## config.mk

```make
export PLATFORM = sky130hd
export DESIGN_NAME = tmds_encoder_multi
export DESIGN_NICKNAME = d
export VERILOG_FILES = /design/src/rtl/tmds_encoder_multi.sv
export SDC_FILE = /design/constraint.sdc
export NUM_CORES = 1
export LEC_CHECK = 0
export BUFFER_PORTS_ARGS = -buffer_cell sky130_fd_sc_hd__buf_4
export CAP_MARGIN = 10
export CELL_PAD_IN_SITES_DETAIL_PLACEMENT = 1
export CELL_PAD_IN_SITES_GLOBAL_PLACEMENT = 1
export CORE_AREA = 2 2 128 130
export CTS_CLUSTER_SIZE = 16
export DETAILED_ROUTE_END_ITERATION = 12
export DIE_AREA = 0 0 130 132
export PLACE_DENSITY_LB_ADDON = 0.08
export SETUP_SLACK_MARGIN = 0.3
export SLEW_MARGIN = 10
export SYNTH_ARGS = -nofsm -noshare
export SYNTH_HDL_FRONTEND = slang
export SYNTH_SLANG_ARGS = --single-unit
```

## constraint.sdc

```tcl
create_clock -name clk_i -period 17.2 [get_ports clk_i]
set_input_delay 1.72 -clock clk_i [delete_from_list [all_inputs] [get_ports clk_i]]
set_output_delay 1.72 -clock clk_i [all_outputs]
set_load 0.02 [all_outputs]
```

## src/rtl/tmds_encoder_multi.sv

```systemverilog
// N-lane TMDS (DVI 1.0) encoder: transition minimisation, DC balance, control symbols, per-lane inversion.
// Defining TMDS_GUARD_BAND_EN adds two delay stages and HDMI video guard-band insertion.
module tmds_encoder_multi #(
    parameter int                NUM_CH      = 3,
    parameter logic [NUM_CH-1:0] INVERT_MASK = {NUM_CH{1'b0}}
) (
    input  logic                                         clk_i,
    input  logic                                         rst_i,
    input  logic                                         de_i,
    input  logic                                         hsync_i,
    input  logic                                         vsync_i,
    input  logic [((NUM_CH > 1) ? 2*(NUM_CH-1) : 1)-1:0] ctl_i,
    input  logic [8*NUM_CH-1:0]                          data_i,
    output logic [10*NUM_CH-1:0]                         sym_o,
    output logic                                         de_o
);
`ifdef TMDS_GUARD_BAND_EN
    localparam int PIPE = 3;
`else
    localparam int PIPE = 1;
`endif
    localparam logic [9:0] SYM_CTL00 = 10'h354;
    localparam logic [9:0] SYM_CTL01 = 10'h0AB;
    localparam logic [9:0] SYM_CTL10 = 10'h154;
    localparam logic [9:0] SYM_CTL11 = 10'h2AB;

    function automatic logic [3:0] ones8(input logic [7:0] v);
        logic [3:0] c;
        c = 4'd0;
        for (int i = 0; i < 8; i++) c = c + {3'b000, v[i]};
        return c;
    endfunction

    function automatic logic [9:0] ctl_sym(input logic [1:0] c);
        logic [9:0] s;
        case (c)
            2'b00:   s = SYM_CTL00;
            2'b01:   s = SYM_CTL01;
            2'b10:   s = SYM_CTL10;
            2'b11:   s = SYM_CTL11;
            default: s = SYM_CTL00;
        endcase
        return s;
    endfunction

    logic de_r [PIPE];
    logic guard_s;

    // DE delay line shared by all lanes; de_o is the DE of the symbol being registered
    always_ff @(posedge clk_i) begin
        if (rst_i) begin
            for (int p = 0; p < PIPE; p++) de_r[p] <= 1'b0;
            de_o <= 1'b0;
        end else begin
            de_r[0] <= de_i;
            for (int p = 1; p < PIPE; p++) de_r[p] <= de_r[p-1];
            de_o <= de_r[PIPE-1];
        end
    end

`ifdef TMDS_GUARD_BAND_EN
    // Video is one or two slots behind the control symbol about to be sent
    assign guard_s = de_r[0] | de_r[1];
`else
    assign guard_s = 1'b0;
`endif

    for (genvar k = 0; k < NUM_CH; k++) begin : g_lane
        localparam logic [9:0] GUARD_SYM = (k == 1) ? 10'h133 : 10'h2CC;

        logic [1:0]        ctl_in_s;
        logic [7:0]        d_s;
        logic [8:0]        qm_s;
        logic [3:0]        n1_s;
        logic [8:0]        qm_r  [PIPE];
        logic [3:0]        n1_r  [PIPE];
        logic [3:0]        n0_r  [PIPE];
        logic [1:0]        ctl_r [PIPE];
        logic [8:0]        qm_t_s;
        logic [3:0]        n1_t_s;
        logic [3:0]        n0_t_s;
        logic signed [5:0] diff_s;
        logic signed [5:0] cnt_s;
        logic signed [5:0] cnt_r;
        logic [9:0]        sym_s;
        logic [9:0]        sym_r;

        if (k == 0) begin : g_ctl0
            assign ctl_in_s = {vsync_i, hsync_i};
        end else begin : g_ctln
            assign ctl_in_s = ctl_i[2*k-1 -: 2];
        end
        assign d_s = data_i[8*k +: 8];

        // Stage 1: transition minimisation, XNOR chain when the byte is one-heavy
        always_comb begin
            qm_s    = 9'd0;
            qm_s[0] = d_s[0];
            if ((ones8(d_s) > 4'd4) || ((ones8(d_s) == 4'd4) && (d_s[0] == 1'b0))) begin
                for (int i = 1; i < 8; i++) qm_s[i] = ~(qm_s[i-1] ^ d_s[i]);
                qm_s[8] = 1'b0;
            end else begin
                for (int i = 1; i < 8; i++) qm_s[i] = qm_s[i-1] ^ d_s[i];
                qm_s[8] = 1'b1;
            end
            n1_s = ones8(qm_s[7:0]);
        end

        // q_m pipeline with its ones/zeros counts and the lane's control bits
        always_ff @(posedge clk_i) begin
            if (rst_i) begin
                for (int p = 0; p < PIPE; p++) begin
                    qm_r[p]  <= 9'd0;
                    n1_r[p]  <= 4'd0;
                    n0_r[p]  <= 4'd0;
                    ctl_r[p] <= 2'b00;
                end
            end else begin
                qm_r[0]  <= qm_s;
                n1_r[0]  <= n1_s;
                n0_r[0]  <= 4'd8 - n1_s;
                ctl_r[0] <= ctl_in_s;
                for (int p = 1; p < PIPE; p++) begin
                    qm_r[p]  <= qm_r[p-1];
                    n1_r[p]  <= n1_r[p-1];
                    n0_r[p]  <= n0_r[p-1];
                    ctl_r[p] <= ctl_r[p-1];
                end
            end
        end

        assign qm_t_s = qm_r[PIPE-1];
        assign n1_t_s = n1_r[PIPE-1];
        assign n0_t_s = n0_r[PIPE-1];
        assign diff_s = $signed({2'b00, n1_t_s}) - $signed({2'b00, n0_t_s});

        // Stage 2: DC balance against the running disparity, or control/guard symbol
        always_comb begin
            sym_s = SYM_CTL00;
            cnt_s = cnt_r;
            if (!de_r[PIPE-1]) begin
                cnt_s = 6'sd0;
                if (guard_s) begin
                    sym_s = GUARD_SYM;
                end else begin
                    sym_s = ctl_sym(ctl_r[PIPE-1]);
                end
            end else if ((cnt_r == 6'sd0) || (n1_t_s == n0_t_s)) begin
                sym_s = {~qm_t_s[8], qm_t_s[8], (qm_t_s[8] ? qm_t_s[7:0] : ~qm_t_s[7:0])};
                cnt_s = qm_t_s[8] ? (cnt_r + diff_s) : (cnt_r - diff_s);
            end else if (((cnt_r > 6'sd0) && (n1_t_s > n0_t_s)) ||
                         ((cnt_r < 6'sd0) && (n0_t_s > n1_t_s))) begin
                sym_s = {1'b1, qm_t_s[8], ~qm_t_s[7:0]};
                cnt_s = cnt_r + (qm_t_s[8] ? 6'sd2 : 6'sd0) - diff_s;
            end else begin
                sym_s = {1'b0, qm_t_s[8], qm_t_s[7:0]};
                cnt_s = cnt_r - (qm_t_s[8] ? 6'sd0 : 6'sd2) + diff_s;
            end
        end

        // Output register with board-pair polarity applied
        always_ff @(posedge clk_i) begin
            if (rst_i) begin
                cnt_r <= 6'sd0;
                sym_r <= SYM_CTL00 ^ {10{INVERT_MASK[k]}};
            end else begin
                cnt_r <= cnt_s;
                sym_r <= sym_s ^ {10{INVERT_MASK[k]}};
            end
        end

        assign sym_o[10*k +: 10] = sym_r;
    end
endmodule
```

After elaboration in Yosys (flattened, before gate mapping):

Memory sizes are Yosys's and may differ from the RTL's.
Cells that the tools add are included.

* input port bits: 33
* word-level logic and storage cells: 286
* memory bits (writable): 58
* output and inout bits: 31
* register bits: 49
* memories: 13

* add/sub/neg operators: 66
* eq/ne operators: 15
* muxes and demuxes: 62
* bitwise gates (word level): 70
* order comparisons: 15
* reductions and logical operators: 38

Memories
* g_lane[0].qm_r: words 1, bits a word 9, rd ports 1, clocked after Yosys merged registers in 0, wr ports 1, RTL line 75 `logic [8:0] qm_r [PIPE];`
* g_lane[1].qm_r: words 1, bits a word 9, rd ports 1, clocked after Yosys merged registers in 0, wr ports 1, RTL line 75
* g_lane[2].qm_r: words 1, bits a word 9, rd ports 1, clocked after Yosys merged registers in 0, wr ports 1, RTL line 75
* g_lane[0].n0_r: words 1, bits a word 4, rd ports 1, clocked after Yosys merged registers in 0, wr ports 1, RTL line 77 `logic [3:0] n0_r [PIPE];`
* g_lane[0].n1_r: words 1, bits a word 4, rd ports 1, clocked after Yosys merged registers in 0, wr ports 1, RTL line 76 `logic [3:0] n1_r [PIPE];`
* g_lane[1].n0_r: words 1, bits a word 4, rd ports 1, clocked after Yosys merged registers in 0, wr ports 1, RTL line 77
* +7 memories

Operators by type and width (number)
* $pmux 10 s4: 3
* $add 4x1->4: 24
* $mux 10: 9
* $mux 6: 9
* $mux 8: 6
* $xor 1x1->1: 39
* $add 6x5->6: 6
* $sub 6x5->6: 6
* $not 1->1: 28
* $mux 9: 3
* $reduce_or 9->1: 3
* $add 3x1->4: 6
* $gt 4x4->1: 6
* $mux 4: 6
* $not 8->8: 3
* $reduce_or 4->1: 6
* $add 2x1->3: 6
* $add 6x3->6: 3
* $gt 6x1->1 const B: 3
* $logic_not 6->1: 3
* $lt 6x1->1 const B: 3
* $mux 2: 9
* $sub 6x3->6: 3
* $mux 1: 17
* 13 further kinds: 56

Logic depth before layout (Yosys ltp):

* depth in word-level cells: 24
* gate-level depth with buffers: 24

Worst setup path before layout:

OpenSTA, ideal clock, no wires.

* path kind: input-to-reg
* start point: input port data_i[8]
* end point: memory g_lane[1].n0_r[0][3]
* setup slack: 9772 ps
* stages on the path: 24
* library setup time: 128 ps
* arrival time: 7301 ps
* path buffers: 0
* cells stage by stage: fa_1 -> inv_1 -> fa_1 -> fa_1 -> inv_1 -> ha_1 -> fa_1 -> nor3_1 -> o22ai_1 -> xnor2_1 -> fa_1 -> inv_1 -> fa_1 -> inv_1 -> fa_1 -> inv_1 -> ha_1 -> inv_1 -> fa_1 -> nor2b_1 -> nand3b_1 -> o21ai_0 -> a32oi_1 -> nor2_1

* longest elaborated chain between the ends: 20
* elaborated cells on any way between the ends: 42
* those cells by class: add/sub: 15; order compare: 1; eq/ne: 1; mux: 2; bitwise: 21; reduce/logical: 2

Ends and longest elaborated chain
* from (decl): RTL line 13 `input logic [8*NUM_CH-1:0] data_i,`
* branches (longest 17 deep; another with $add 3x1->4)
* $add 4x1->4 (*): RTL line 30 `for (int i = 0; i < 8; i++) c = c + {3'b000, v[i]};`
* $sub 4x4->4 (*): RTL line 121 `n0_r[0] <= 4'd8 - n1_s;`
* $mux 4 (no source line) (*)
* to (decl): RTL line 77

Every way passes the cells marked *.

Worst setup path in the final report:

Same ends and word-level chain as after synthesis.

==> results.md <==
* Worst hold path type: reg -> reg
* Antenna violations before repair at 0
* Worst relative slew slack at between 20 and 30%
* Cell type with the largest total area after synthesis: dfxtp_1
* Sum of routed wire length over all layers at around 18000 um
* Category of the critical setup timing path: in -> reg
* Cells resized by post-CTS repair at 0
* Slowest cell on crit path: fa_1
* Pin count of the biggest net entering global routing at 70
* Worst stage delay on the critical path at 0.54 ns
* Synthesis warning total at 0
* Top cells by area, synth: dfxtp_1, ha_1, fa_1
* Number of instances in the synthesized netlist at between 800 and 900
* CTS tree: yes
* DPL Wire Length at 14100 um
* Total of hold buffers inserted after clock tree synthesis at 0
* Std-Cell Rows at 46
* RD Place Congestion at 0.830
* Global router's overall resource usage at between 20% and 30%
* Total setup buffers inserted after CTS at 0
* I/O pins at 64
* Most instantiated library cell after synthesis: inv_1
* Pre-Repair DR Iteration Count at 4
* Result of the run: completed
* FFs w/ async S/R, synth at 0%
* Number of nets with antenna violations after routing at 0
* H-tree depth at 3
* Clock-pin transition on the worst setup and hold timing paths at about 0.070 ns
* Crit path time final at 7.58 ns
* Number of max-cap violations at 0
* Number of global-route vias before repair at 6410
* Highest achievable clock rate at 0.132 GHz
* Drt initial violations at 253
* Floorplan die area at 17200 um2
* Most frequent cells after synthesis: inv_1, ha_1, dfxtp_1, xnor2_1, nor2_1
* Combined buffer and inverter count along the critical path at 7
* Post-route core utilization at between 50% and 60%
* Slew at the pin closest to its max-slew limit at 1.06 ns
* Total number of clock tree sinks at around 100
* Worst clock skew at 0.0128 ns
* Final Cycle Share at 44.1%
* Hold Slack at 0.466 ns
* Kind of end point of the critical path: flop
* Core area at 15700 um2
* Data required time at the worst endpoint at 17.43 ns
* Synth Cell Area at roughly 7800 um2
* Avg Vias per Cell at 5.18
* Insertion delay to the later sink of the worst-skew pair at roughly 0.37 ns
* Post-DR wirelength/cell at 15.9 um
* Proportion of synthesized chip area in sequential cells at 26.1%
* Wire length of the first global-routing pass at 30400 um
* Delay-heaviest family, CP: adder cells
* Average size of a mapped cell at 9.22 um2
* Detailed-route via count at 5807
* Max Slew Vio Count at 0
* CP dominant cell by count: fa_1
* Post-synth EDFFs at 0
* Fraction of layout instances using a drive strength above 1 at 12.5%
* Flip-flop and latch count after synthesis at 101
* Max Root-Sink Buffers at 2
* CTS Buf Count at 9
* Vertical die dimension at 132 um
* Number of distinct standard cells referenced by the synthesized netlist at a little under 60
* Most common flop cell mapped by yosys: dfxtp_1
* Post-synth net total at 1019
* DR DRC count at 0
* CP Launch Type: input pin
* Arrival time at the worst endpoint at around 7.8 ns
* RSZ-0062 raised after global routing: false
* Area share of the largest cell type after synthesis at roughly a quarter
* Setup violations, final at 0
* Diode insertion count for antenna repair at 0
* Aggregate global routing overflow at 0
* Die outline width at 130 um
* Count of nets after finishing at 1077
* Cells traversed along the worst timing path: buf_4 -> fa_1 -> inv_1 -> fa_1 -> fa_1 -> inv_1 -> ha_1 -> fa_1 -> nor3_1 -> o22ai_1 -> xnor2_1 -> fa_1 -> inv_1 -> fa_1 -> inv_1 -> fa_1 -> inv_1 -> ha_1 -> inv_1 -> fa_1 -> nor2b_1 -> o21ai_0 -> a32oi_1 -> nor2_1
* Initial standard-cell utilization of the core at 49.4%
* Layout overhead on the synthesized area at 12.9%
* Summed negative setup slack over all endpoints at 0 ns
* Root buffer cell: clkbuf_16
* Final hold violation count at 0
* Count of input and output buffers at 63
* CP max FO at 5
## metrics by stage
stage	area [um2]	worst slack, ns	instances
final	8760	9.62	1121
after CTS	8760	9.59	1121
after global placement	8440	9.47	1105
after detailed placement	8440	9.22	1105
after floorplan	7760	9.77	842
after global routing	8760	9.21	1121
## final timing paths
| kind | end | startpoint | depth (start not counted) | slack (ns) |
|---|---|---|---|---|
| worst max-delay path | g_lane[1].n0_r[0][3]$_SDFF_PP0_ | data_i[8] | 24 | 9.62 |
| worst min-delay path | g_lane[1].sym_r[7]$_SDFF_PP0_ | g_lane[1].qm_r[0][7]$_SDFF_PP0_ | 1 | 0.47 |
| worst max register to register | g_lane[2].cnt_r[5]$_SDFF_PP0_ | g_lane[2].n1_r[0][1]$_SDFF_PP0_ | 12 | 13.66 |
| worst min register to register | g_lane[1].sym_r[7]$_SDFF_PP0_ | g_lane[1].qm_r[0][7]$_SDFF_PP0_ | 1 | 0.47 |
## logic make-up (layout without fill, tap and decap cells)
| group | after synthesis | after routing | share of synthesized area [%] |
|---|---|---|---|
| adders and majority gates | 144 | 144 | 27.0 |
| muxes | 6 | 6 | 0.984 |
| AOI/OAI and AO/OA | 171 | 171 | 14.1 |
| and+or+nand+nor | 176 | 176 | 11.8 |
| DFF | 101 | 101 | 26.1 |
| buffers and inverters | 140 | 203 | 6.82 |
| xor gates and xnor gates | 104 | 104 | 13.3 |
## sequential cells by signal (all words and copies together), names as in the netlist, named ones only
| name | count |
|---|---|
| g_lane.qm_r | 27 |
| de_r | 1 |
| de_o | 1 |
| g_lane.ctl_r | 6 |
| g_lane.cnt_r | 15 |
| g_lane.n1_r | 9 |
| g_lane.sym_r | 30 |
| g_lane.n0_r | 9 |
## final cells by class
| class | instances | area [um2] |
|---|---|---|
| Fill cell | 1836 | 6950 |
| Multi-Input combinational cell | 601 | 5210 |
| Sequential cell | 101 | 2020 |
| Timing Repair Buffer | 64 | 480 |
| Inverter | 123 | 462 |
| Tap cell | 216 | 270 |
| Clock buffer | 10 | 239 |
| Clock inverter | 6 | 76.3 |
## per-layer routing
metal	GRT usage, %	share of wire (%)
met1	28.9	48
met2	37.7	48
met3	3.29	2.6
met4	5.85	1.5
met5	0	0
## placed cells by master (no fill, tap or decap), drive strengths merged, types with 8 or more instances in the layout
cell type,Yosys,final
dfxtp,101,101
a21o,23,23
nand3,15,15
nor2b,24,24
nand2,15,15
o21ai,52,52
xor2,30,30
a21oi,51,51
fa,39,39
buf,3,64
ha,105,105
and3,10,10
xnor2,72,72
clkbuf,14,10
nor3,11,11
inv,123,127
and2,9,9
a31oi,8,8
a211oi,12,12
nor2,60,60
or2,11,11
Power is left out: the tool's default activity adds up to more than one toggle a clock period on the data nets, which glitch-free logic cannot reach.
